[src/rtl/c2s_arb_pkg.sv]
//------------------------------------------------------------------------------
// Module   : c2s_arb_pkg
// Brief    : Shared types, constants and round-robin helper for the C2S arbiter.
// Revision : 1.0 - initial release
//------------------------------------------------------------------------------
`default_nettype none

`ifndef C2SIF_DATA_SIZE
`define C2SIF_DATA_SIZE 8
`endif

package c2s_arb_pkg;

   typedef enum logic [1:0] {
      IDLE      = 2'd0,
      WAIT_MACK = 2'd1,
      WAIT_DONE = 2'd2
   } arb_state_t;

   localparam logic [31:0] RET_TIMEOUT = 32'hFFFF_FFFF;
   localparam int          RR_MAX      = 16;
   localparam int          RR_IW       = 4;

   // First set bit of req[n-1:0] scanning upward from ptr with wrap; 0 if none.
   function automatic int rr_pick(input logic [RR_MAX-1:0] req,
                                  input int                ptr,
                                  input int                n);
      int   k;
      logic found;
      rr_pick = 0;
      found   = 1'b0;
      for (int i = 0; i < RR_MAX; i++) begin
         if (i < n) begin
            k = ptr + i;
            if (k >= n) k = k - n;
            if (!found && req[k[RR_IW-1:0]]) begin
               found   = 1'b1;
               rr_pick = k;
            end
         end
      end
   endfunction

endpackage

[src/rtl/c2s_rr_pick.sv]
//------------------------------------------------------------------------------
// Module   : c2s_rr_pick
// Brief    : Combinational round-robin picker (first request at or after ptr).
// Revision : 1.0 - initial release
//------------------------------------------------------------------------------
`default_nettype none

module c2s_rr_pick
   import c2s_arb_pkg::*;
#(
   parameter  int N_REQ = 4,
   localparam int IW    = (N_REQ > 1) ? $clog2(N_REQ) : 1
) (
   input  logic [N_REQ-1:0] i_req,
   input  logic [IW-1:0]    i_ptr,
   output logic             o_valid,
   output logic [IW-1:0]    o_idx
);

   always_comb begin
      o_valid = |i_req;
      o_idx   = IW'(rr_pick(RR_MAX'(i_req), int'(i_ptr), N_REQ));
   end

endmodule

`default_nettype wire

[src/rtl/c2s_arbiter.sv]
//------------------------------------------------------------------------------
// Module   : c2s_arbiter
// Brief    : Round-robin arbiter sharing one 4-phase C2S request channel.
// Revision : 1.0 - initial release
//------------------------------------------------------------------------------
`default_nettype none

module c2s_arbiter
   import c2s_arb_pkg::*;
#(
   parameter  int N_REQ       = 4,
   parameter  int DATA_SIZE   = `C2SIF_DATA_SIZE,
   parameter  int TIMEOUT_CYC = 1024,
   localparam int GW          = $clog2(N_REQ),
   localparam int DW          = DATA_SIZE * 32
) (
   input  logic                  clk,
   input  logic                  rst_n,
   input  logic [N_REQ-1:0]      s_req,
   output logic [N_REQ-1:0]      s_ack,
   input  logic [N_REQ*32-1:0]   s_id,
   input  logic [N_REQ*32-1:0]   s_fn,
   input  logic [N_REQ*32-1:0]   s_addr,
   input  logic [N_REQ*DW-1:0]   s_data,
   output logic [31:0]           s_ret,
   output logic                  m_req,
   input  logic                  m_ack,
   output logic [31:0]           m_id,
   output logic [31:0]           m_fn,
   output logic [31:0]           m_addr,
   output logic [DW-1:0]         m_data,
   input  logic [31:0]           m_ret,
   output logic [GW-1:0]         grant_id,
   output logic                  busy,
   output logic                  timeout_err
);

   arb_state_t        r_state;
   arb_state_t        w_state_nxt;

   logic [GW-1:0]     r_rr_ptr;
   logic [GW-1:0]     r_grant_id;
   logic [31:0]       r_tmo;
   logic [N_REQ-1:0]  r_s_ack;
   logic [31:0]       r_s_ret;
   logic              r_m_req;
   logic [31:0]       r_m_id;
   logic [31:0]       r_m_fn;
   logic [31:0]       r_m_addr;
   logic [DW-1:0]     r_m_data;
   logic              r_timeout_err;

   logic              w_pick_valid;
   logic [GW-1:0]     w_pick_idx;
   logic              w_grant;
   logic              w_ack_ok;
   logic              w_abort;
   logic              w_release;
   logic [N_REQ-1:0]  w_ack_vec;

   logic [31:0]       w_id_arr   [N_REQ];
   logic [31:0]       w_fn_arr   [N_REQ];
   logic [31:0]       w_addr_arr [N_REQ];
   logic [DW-1:0]     w_data_arr [N_REQ];

   for (genvar gi = 0; gi < N_REQ; gi++) begin : g_unpack
      assign w_id_arr[gi]   = s_id[gi*32 +: 32];
      assign w_fn_arr[gi]   = s_fn[gi*32 +: 32];
      assign w_addr_arr[gi] = s_addr[gi*32 +: 32];
      assign w_data_arr[gi] = s_data[gi*DW +: DW];
   end

   c2s_rr_pick #(
      .N_REQ   (N_REQ)
   ) u_pick (
      .i_req   (s_req),
      .i_ptr   (r_rr_ptr),
      .o_valid (w_pick_valid),
      .o_idx   (w_pick_idx)
   );

   assign w_ack_vec = N_REQ'(1) << r_grant_id;

   always_ff @(posedge clk or negedge rst_n) begin
      if (!rst_n) r_state <= IDLE;
      else        r_state <= w_state_nxt;
   end

   always_comb begin
      w_state_nxt = r_state;
      w_grant     = 1'b0;
      w_ack_ok    = 1'b0;
      w_abort     = 1'b0;
      w_release   = 1'b0;
      case (r_state)
         IDLE: begin
            // A held m_ack belongs to an aborted transaction; let it drain first.
            if (!m_ack && w_pick_valid) begin
               w_grant     = 1'b1;
               w_state_nxt = WAIT_MACK;
            end
         end
         WAIT_MACK: begin
            if (m_ack) begin
               w_ack_ok    = 1'b1;
               w_state_nxt = WAIT_DONE;
            end else if ((TIMEOUT_CYC != 0) && (r_tmo == '0)) begin
               w_abort     = 1'b1;
               w_state_nxt = WAIT_DONE;
            end
         end
         WAIT_DONE: begin
            if (!s_req[r_grant_id] && !m_ack) begin
               w_release   = 1'b1;
               w_state_nxt = IDLE;
            end
         end
         default: w_state_nxt = IDLE;
      endcase
   end

   always_ff @(posedge clk or negedge rst_n) begin
      if (!rst_n) begin
         r_rr_ptr      <= '0;
         r_grant_id    <= '0;
         r_tmo         <= '0;
         r_s_ack       <= '0;
         r_s_ret       <= '0;
         r_m_req       <= 1'b0;
         r_m_id        <= '0;
         r_m_fn        <= '0;
         r_m_addr      <= '0;
         r_m_data      <= '0;
         r_timeout_err <= 1'b0;
      end else begin
         r_timeout_err <= w_abort;
         if (w_grant) begin
            r_m_id     <= w_id_arr[w_pick_idx];
            r_m_fn     <= w_fn_arr[w_pick_idx];
            r_m_addr   <= w_addr_arr[w_pick_idx];
            r_m_data   <= w_data_arr[w_pick_idx];
            r_grant_id <= w_pick_idx;
            r_m_req    <= 1'b1;
            r_rr_ptr   <= (w_pick_idx == GW'(N_REQ - 1)) ? '0 : w_pick_idx + 1'b1;
            // Counter reaching zero marks TIMEOUT_CYC cycles spent waiting.
            r_tmo      <= 32'(TIMEOUT_CYC - 1);
         end
         if (r_state == WAIT_MACK && !m_ack && r_tmo != '0) begin
            r_tmo <= r_tmo - 32'd1;
         end
         if (w_ack_ok) begin
            r_s_ret <= m_ret;
            r_m_req <= 1'b0;
            r_s_ack <= w_ack_vec;
         end
         if (w_abort) begin
            r_s_ret <= RET_TIMEOUT;
            r_m_req <= 1'b0;
            r_s_ack <= w_ack_vec;
         end
         if (w_release) begin
            r_s_ack <= '0;
         end
      end
   end

   assign s_ack       = r_s_ack;
   assign s_ret       = r_s_ret;
   assign m_req       = r_m_req;
   assign m_id        = r_m_id;
   assign m_fn        = r_m_fn;
   assign m_addr      = r_m_addr;
   assign m_data      = r_m_data;
   assign grant_id    = r_grant_id;
   assign busy        = (r_state != IDLE);
   assign timeout_err = r_timeout_err;

endmodule

`default_nettype wire

[config.mk]
export PLATFORM = sky130hd
export DESIGN_NAME = c2s_arbiter
export DESIGN_NICKNAME = d
export VERILOG_FILES = /design/src/rtl/c2s_arb_pkg.sv /design/src/rtl/c2s_rr_pick.sv /design/src/rtl/c2s_arbiter.sv
export SDC_FILE = /design/constraint.sdc
export NUM_CORES = 1
export LEC_CHECK = 0
export ABC_AREA = 1
export CAP_MARGIN = 20
export CORE_AREA = 5 5 720 722
export CTS_CLUSTER_DIAMETER = 50
export DETAILED_ROUTE_END_ITERATION = 12
export DIE_AREA = 0 0 725 727
export SLEW_MARGIN = 15
export SYNTH_ARGS = -nofsm -noshare
export SYNTH_HDL_FRONTEND = slang
export SYNTH_SLANG_ARGS = --single-unit
[constraint.sdc]
create_clock -name clk -period 2.85 [get_ports clk]
set_clock_uncertainty 0.05 [all_clocks]
set_input_delay 0.57 -clock clk [delete_from_list [all_inputs] [get_ports clk]]
set_output_delay 0.57 -clock clk [all_outputs]
set_load 0.05 [all_outputs]
==> results of run 1 <==
[worst paths after layout]
path / startpoint / end / slack (ns) / depth (start not counted)
min in group clk: m_ret[20] / s_ret[20] / 0.29 / 3
max: r_rr_ptr[0] / m_data[2] / -0.20 / 19
min: rst_n / m_fn[13] / 0.26 / 2
max in group asynchronous: rst_n / m_id[20] / 1.46 / 3
max reg2reg: r_rr_ptr[0] / m_data[2] / -0.20 / 19
min reg2reg: m_addr[12] / m_addr[12] / 0.42 / 2
[timing repair]
item	in CTS	in global routing
endpoints found under the hold margin	66	0
cloned	36	7
pin swaps	23	39
buffers inserted	35	22
resized for setup	445	201
hold buffers	1	0
endpoints found under the setup margin	402	370
[power breakdown]
group          switching, W  total, W  leakage, nW  internal (W)
combinational        0.0630     0.100         20.0        0.0373
sequential          0.00196    0.0110         5.23       0.00901
clock               0.00475    0.0130         1.78       0.00828
[per-stage QoR]
| stage | setup slack (ns) | std cells | power (W) | util | hold slack, ns |
|---|---|---|---|---|---|
| finish | -0.199 | 13500 | 0.124 | 0.130 | 0.258 |
| detailed placement | -1.01 | 13000 | 0.0935 | 0.113 | 0.414 |
| CTS | -0.167 | 13300 | 0.121 | 0.127 | 0.154 |
| global placement | -1.08 | 13000 | 0.0936 | 0.113 | 0.411 |
| global route | -0.203 | 13400 | 0.131 | 0.130 | 0.218 |
| floorplan | 0.366 | 4367 | 0.0510 | - | 0.224 |
[layer usage]
layer | track usage | up-vias | wire length [um]
met5 | 0 | - | 1610
met4 | 0.0546 | 244 | 19500
met1 | 0.163 | 21500 | 149000
met3 | 0.0894 | 902 | 60700
li1 | - | 19300 | -
met2 | 0.218 | 2968 | 170000
[layout by cell type (no fill, tap or decap), types with 52 or more instances in the layout]
cell,synthesis,routed
clkdlybuf4s50_1,0,1714
nand3_1,1790,1543
nand2_1,1482,1411
dfrtp_1,428,426
buf_4,15,377
diode_2,0,233
nand3_2,1,198
clkbuf_16,0,115
buf_12,0,111
inv_1,72,70
nor2_1,61,56
buf_6,1,54
nand2_2,1,52
[registers in the layout, summed over array words and instances, names as in the netlist, 4 cells and up]
name / count
m_data: 256
m_addr: 32
m_fn: 32
m_id: 32
r_tmo: 32
s_ret: 32
s_ack: 4
[cells by family after synthesis]
group,synth area share
XOR/XNOR,0.00339
AO/OA/AOI/OAI,0.0178
buffers and inverters,0.0740
adder cells (fa/ha/maj),0.00220
flip-flops,0.377
AND/OR/NAND/NOR,0.524
multiplexers,0.00106
[critical path, stage by stage (launching register included)]
cell and delay [ns]:
dfrtp_2 0.46, inv_4 0.09, ha_4 0.23, inv_4 0.09, nand3_4 0.09, nand2_4 0.08
nor2_4 0.04, nor2_2 0.09, nand2_2 0.08, buf_6 0.12, nand3_4 0.07, buf_12 0.14
nand2_8 0.07, buf_16 0.17, buf_16 0.31, nand2_1 0.06, nand3_1 0.12, buf_4 0.18
nand3_1 0.08, nand2_1 0.05
[cell type report]
type                       count  area, um^2
fill                       58800      445000
timing repair buffer        2372       25300
multi-input combinational   3462       17500
sequential                   428       10700
tap                         6757        8450
clock buffer                 128        2910
clock inverter                63         749
antenna                      233         583
inverter                      78         332
==> flow_metrics.env, run 1 <==
export IMPL_outcome="complete, but fails checks"
export IMPL_violations="negative setup slack"
export IMPL_core_area_um2=511000
export IMPL_rsz0062_at_grt="yes"
export IMPL_syn_area_um2=28400
export IMPL_first_iter_violations=4528
export IMPL_syn_nets=5819
export IMPL_synth_top_area_share=0.377
export IMPL_ios=1840
export IMPL_fin_crit_sh=1.07
export IMPL_timing_final_ws_setup_ns=-0.199
export IMPL_dr_pass1_iters=6
export IMPL_dieArea_um2=527000
export IMPL_vias=44900
export IMPL_ys_seq_elements=428
export IMPL_grt_pass1_vias=42200
export IMPL_layout_min_cycle_time_ns=3.05
export IMPL_ant_nets=0
export IMPL_portBuffers=1839
export IMPL_tightest_slew_ns=0.838
export IMPL_cts_root_buf="clkbuf_16"
export IMPL_max_slew_margin=0.441
export IMPL_clk_latency_ns=0.83
export IMPL_cp_start_kind="flop"
export IMPL_final_area_um2=66600
export IMPL_drc=0
export IMPL_fmax_ghz=0.328
export IMPL_synth_cells=4367
export IMPL_path_class="flop to flop"
export IMPL_rows=263
export IMPL_setup_tns_final_ns=-14.88
export IMPL_routed_via_density=3.32
export IMPL_synth_seq_area_share=0.377
export IMPL_hpwlAfterDp_um=344000
export IMPL_grt_overflow=0
export IMPL_area_growth_pct=135
export IMPL_track_usage=0.144
export IMPL_synthDistinctLibCells=35
export IMPL_final_hold_violation_count=0
export IMPL_tritoncts="done"
export IMPL_syn_area_per_cell_um2=6.50
export IMPL_maxCapViolations=0
export IMPL_grt_pass1_wl_um=491000
export IMPL_critical_path_required_ns=3.50
export IMPL_die_x_um=725
export IMPL_synth_top_cells_by_count="nand3_1 (1790), nand2_1 (1482), dfrtp_1 (428)"
export IMPL_holdCritPathClass="input pin to async pin"
export IMPL_grt_max_degree=73
export IMPL_power_leakage_nw=27.0
export IMPL_wl_per_cell_um=29.7
export IMPL_clock_sinks=428
export IMPL_fin_nets=7901
export IMPL_start_util=0.0555
export IMPL_ys_flop_type="dfrtp_1"
export IMPL_p_per_area_nw_per_um2=1870
export IMPL_synth_area_leader_cell="dfrtp_1"
export IMPL_cp_end_kind="flop"
export IMPL_critical_path_arrival_ns=3.69
export IMPL_clk_pin_slew_ns=0.06
export IMPL_synthTopCellsByArea="dfrtp_1 (38%), nand3_1 (32%), nand2_1 (20%), buf_2 (3.4%), clkbuf_1 (2.2%)"
export IMPL_antenna_found_initial=345
export IMPL_synth_edf_count=0
export IMPL_die_h_um=727
export IMPL_ys_warn_count=0
export IMPL_place_gp_congestion=0.975
export IMPL_path_max_fanout=25
export IMPL_drt_wl_total_um=401000
export IMPL_vdd_drop_max_v=0.00127
export IMPL_slew_viol_final=0
export IMPL_cts_buffers=107
export IMPL_post_synth_top_count_cell="nand3_1"
export IMPL_async_flop_share=1.00
export IMPL_htree_levels=3
export IMPL_cts_buffer_depth=4
export IMPL_setup_viol=262
export IMPL_placed_cell_area_um2=57700
export IMPL_drive_gt1_frac=0.179
(Power assumes the default switching activity.)
==> run 2: changes to the inputs <==
--- a/config.mk
+++ b/config.mk
@@ -7,10 +7,11 @@
 export LEC_CHECK = 0
 export ABC_AREA = 1
 export CAP_MARGIN = 20
-export CORE_AREA = 5 5 720 722
+export CORE_AREA = 3 3 719 721
 export CTS_CLUSTER_DIAMETER = 50
 export DETAILED_ROUTE_END_ITERATION = 12
-export DIE_AREA = 0 0 725 727
+export DIE_AREA = 0 0 722 724
+export SKIP_LAST_GASP = 1
 export SLEW_MARGIN = 15
 export SYNTH_ARGS = -nofsm -noshare
 export SYNTH_HDL_FRONTEND = slang
==> flow_metrics.env, run 2 (synthesis results as in run 1) <==
export IMPL_outcome="complete, but fails checks"
export IMPL_violations="negative setup slack"
export IMPL_tightest_slew_ns=0.872
export IMPL_fmax_ghz=0.326
export IMPL_largest_reg_flops=256
export IMPL_layout_commonest_cell="clkdlybuf4s50_1"
export IMPL_cts_buffers=91
export IMPL_rsz0062_at_grt="yes"
export IMPL_final_area_um2=63800
export IMPL_grt_overflow=0
export IMPL_die_h_um=724
export IMPL_place_gp_congestion=1.01
export IMPL_grt_max_degree=100
export IMPL_layout_min_cycle_time_ns=3.07
export IMPL_dieArea_um2=523000
export IMPL_dr_pass1_iters=8
export IMPL_portBuffers=1839
export IMPL_first_iter_violations=4310
export IMPL_htree_levels=3
export IMPL_tritoncts="done"
export IMPL_vias=44300
export IMPL_critical_path_arrival_ns=3.70
export IMPL_timing_final_ws_setup_ns=-0.219
export IMPL_nFillCells=59100
export IMPL_setup_tns_final_ns=-19.32
export IMPL_slew_viol_final=0
export IMPL_core_area_um2=512000
export IMPL_die_x_um=722
export IMPL_maxCapViolations=0
export IMPL_ant_nets=0
export IMPL_fin_crit_sh=1.08
export IMPL_grt_pass1_wl_um=479000
export IMPL_start_util=0.0555
export IMPL_clk_latency_ns=0.82
export IMPL_drive_gt1_frac=0.132
export IMPL_cp_end_kind="flop"
export IMPL_clk_pin_slew_ns=0.06
export IMPL_holdCritPathClass="input pin to async pin"
export IMPL_max_slew_margin=0.417
export IMPL_drt_wl_total_um=400000
export IMPL_power_leakage_nw=25.8
export IMPL_cp_start_kind="flop"
export IMPL_path_class="flop to flop"
export IMPL_cts_root_buf="clkbuf_16"
export IMPL_drc=0
export IMPL_p_per_area_nw_per_um2=1850
export IMPL_critical_path_required_ns=3.48
export IMPL_area_growth_pct=125
export IMPL_fin_nets=7839
export IMPL_setup_viol=315
export IMPL_hpwlAfterDp_um=341000
export IMPL_vdd_drop_max_v=0.00110
export IMPL_routed_via_density=3.31
export IMPL_track_usage=0.144
export IMPL_placed_cell_area_um2=57700
export IMPL_grt_pass1_vias=40700
export IMPL_final_cell_mix="clkdlybuf4s50_1 (1741), nand3_1 (1707), nand2_1 (1465)"
export IMPL_whs_ns=0.226
export IMPL_final_hold_violation_count=0
export IMPL_rows=263
export IMPL_ios=1840
export IMPL_clock_sinks=428
export IMPL_path_max_fanout=9
export IMPL_antenna_found_initial=370
export IMPL_cts_buffer_depth=4
export IMPL_wl_per_cell_um=29.8
## run 2: changes by cell type in the layout (fill, tap and decap cells not counted), moves of 14 or more
cell and delta:
nand3_1 +164, dlygate4sd2_1 -15, nand2_4 -17, nand3_2 -127, nand3_4 -37, diode_2 -37, nand2_1 +54, clkdlybuf4s50_1 +27
buf_6 -22, nand2_2 -37, buf_16 -14, buf_8 -20
## run 2: through the flow
stage / util / std cells / setup slack (ns) / total power (W)
floorplan: - / 4367 / 0.366 / 0.0510
global placement: 0.113 / 13000 / -0.865 / 0.0941
detailed placement: 0.113 / 13000 / -0.868 / 0.0942
CTS: 0.122 / 13200 / -0.170 / 0.116
global route: 0.124 / 13300 / -0.244 / 0.124
finish: 0.125 / 13400 / -0.219 / 0.118
## run 2: area by class of cell
cell class,count,area (um^2),area share
clock inverter,54,806,0.0126
sequential,428,10700,0.168
antenna,196,490,0.00769
tap,6757,8450,0.133
clock buffer,107,2380,0.0373
multi-input combinational,3462,16200,0.254
inverter,78,329,0.00516
timing repair buffer,2326,24400,0.383
## run 2: metal layers
metal  part of all wire  track usage
met1               0.36        0.156
met2               0.43        0.223
met3               0.15       0.0878
met4              0.052       0.0614
met5             0.0034      0.00632
## run 2: what timing repair did
action,CTS,global route
gates cloned,23,11
resized for setup,154,80
endpoints found under the hold margin,41,0
pin swaps,12,20
setup buffers,27,10
endpoints found under the setup margin,382,371
hold buffers,1,0
## run 2: report_power, final
group	internal, W	switching (W)	leakage [nW]
logic	0.0342	0.0608	19.0
registers	0.00901	0.00195	5.23
clock network	0.00752	0.00423	1.54
## run 2: worst max-delay path, stage by stage, from the launching register on
cell	delay, ns
dfrtp_1	0.40
inv_2	0.07
ha_4	0.29
buf_6	0.12
nand3_2	0.09
inv_2	0.08
nor2_4	0.04
nor2_2	0.08
nand2_2	0.08
buf_4	0.15
nand3_4	0.14
nand2_8	0.14
buf_12	0.18
buf_16	0.17
buf_16	0.23
buf_4	0.15
nand2_2	0.09
nand3_2	0.12
nand3_2	0.10
nand2_1	0.05
## run 2: final timing paths
path / slack, ns / endpoint / start / cells after the start
min in group clk: 0.31 / s_ret[7] / m_ret[7] / 3
max in group asynchronous: 1.52 / m_data[230] / rst_n / 4
setup reg to reg: -0.22 / m_id[15] / r_rr_ptr[1] / 19
setup / recovery: -0.22 / m_id[15] / r_rr_ptr[1] / 19
hold reg to reg: 0.43 / m_data[61] / m_data[61] / 2
hold / removal: 0.23 / m_data[143] / rst_n / 2
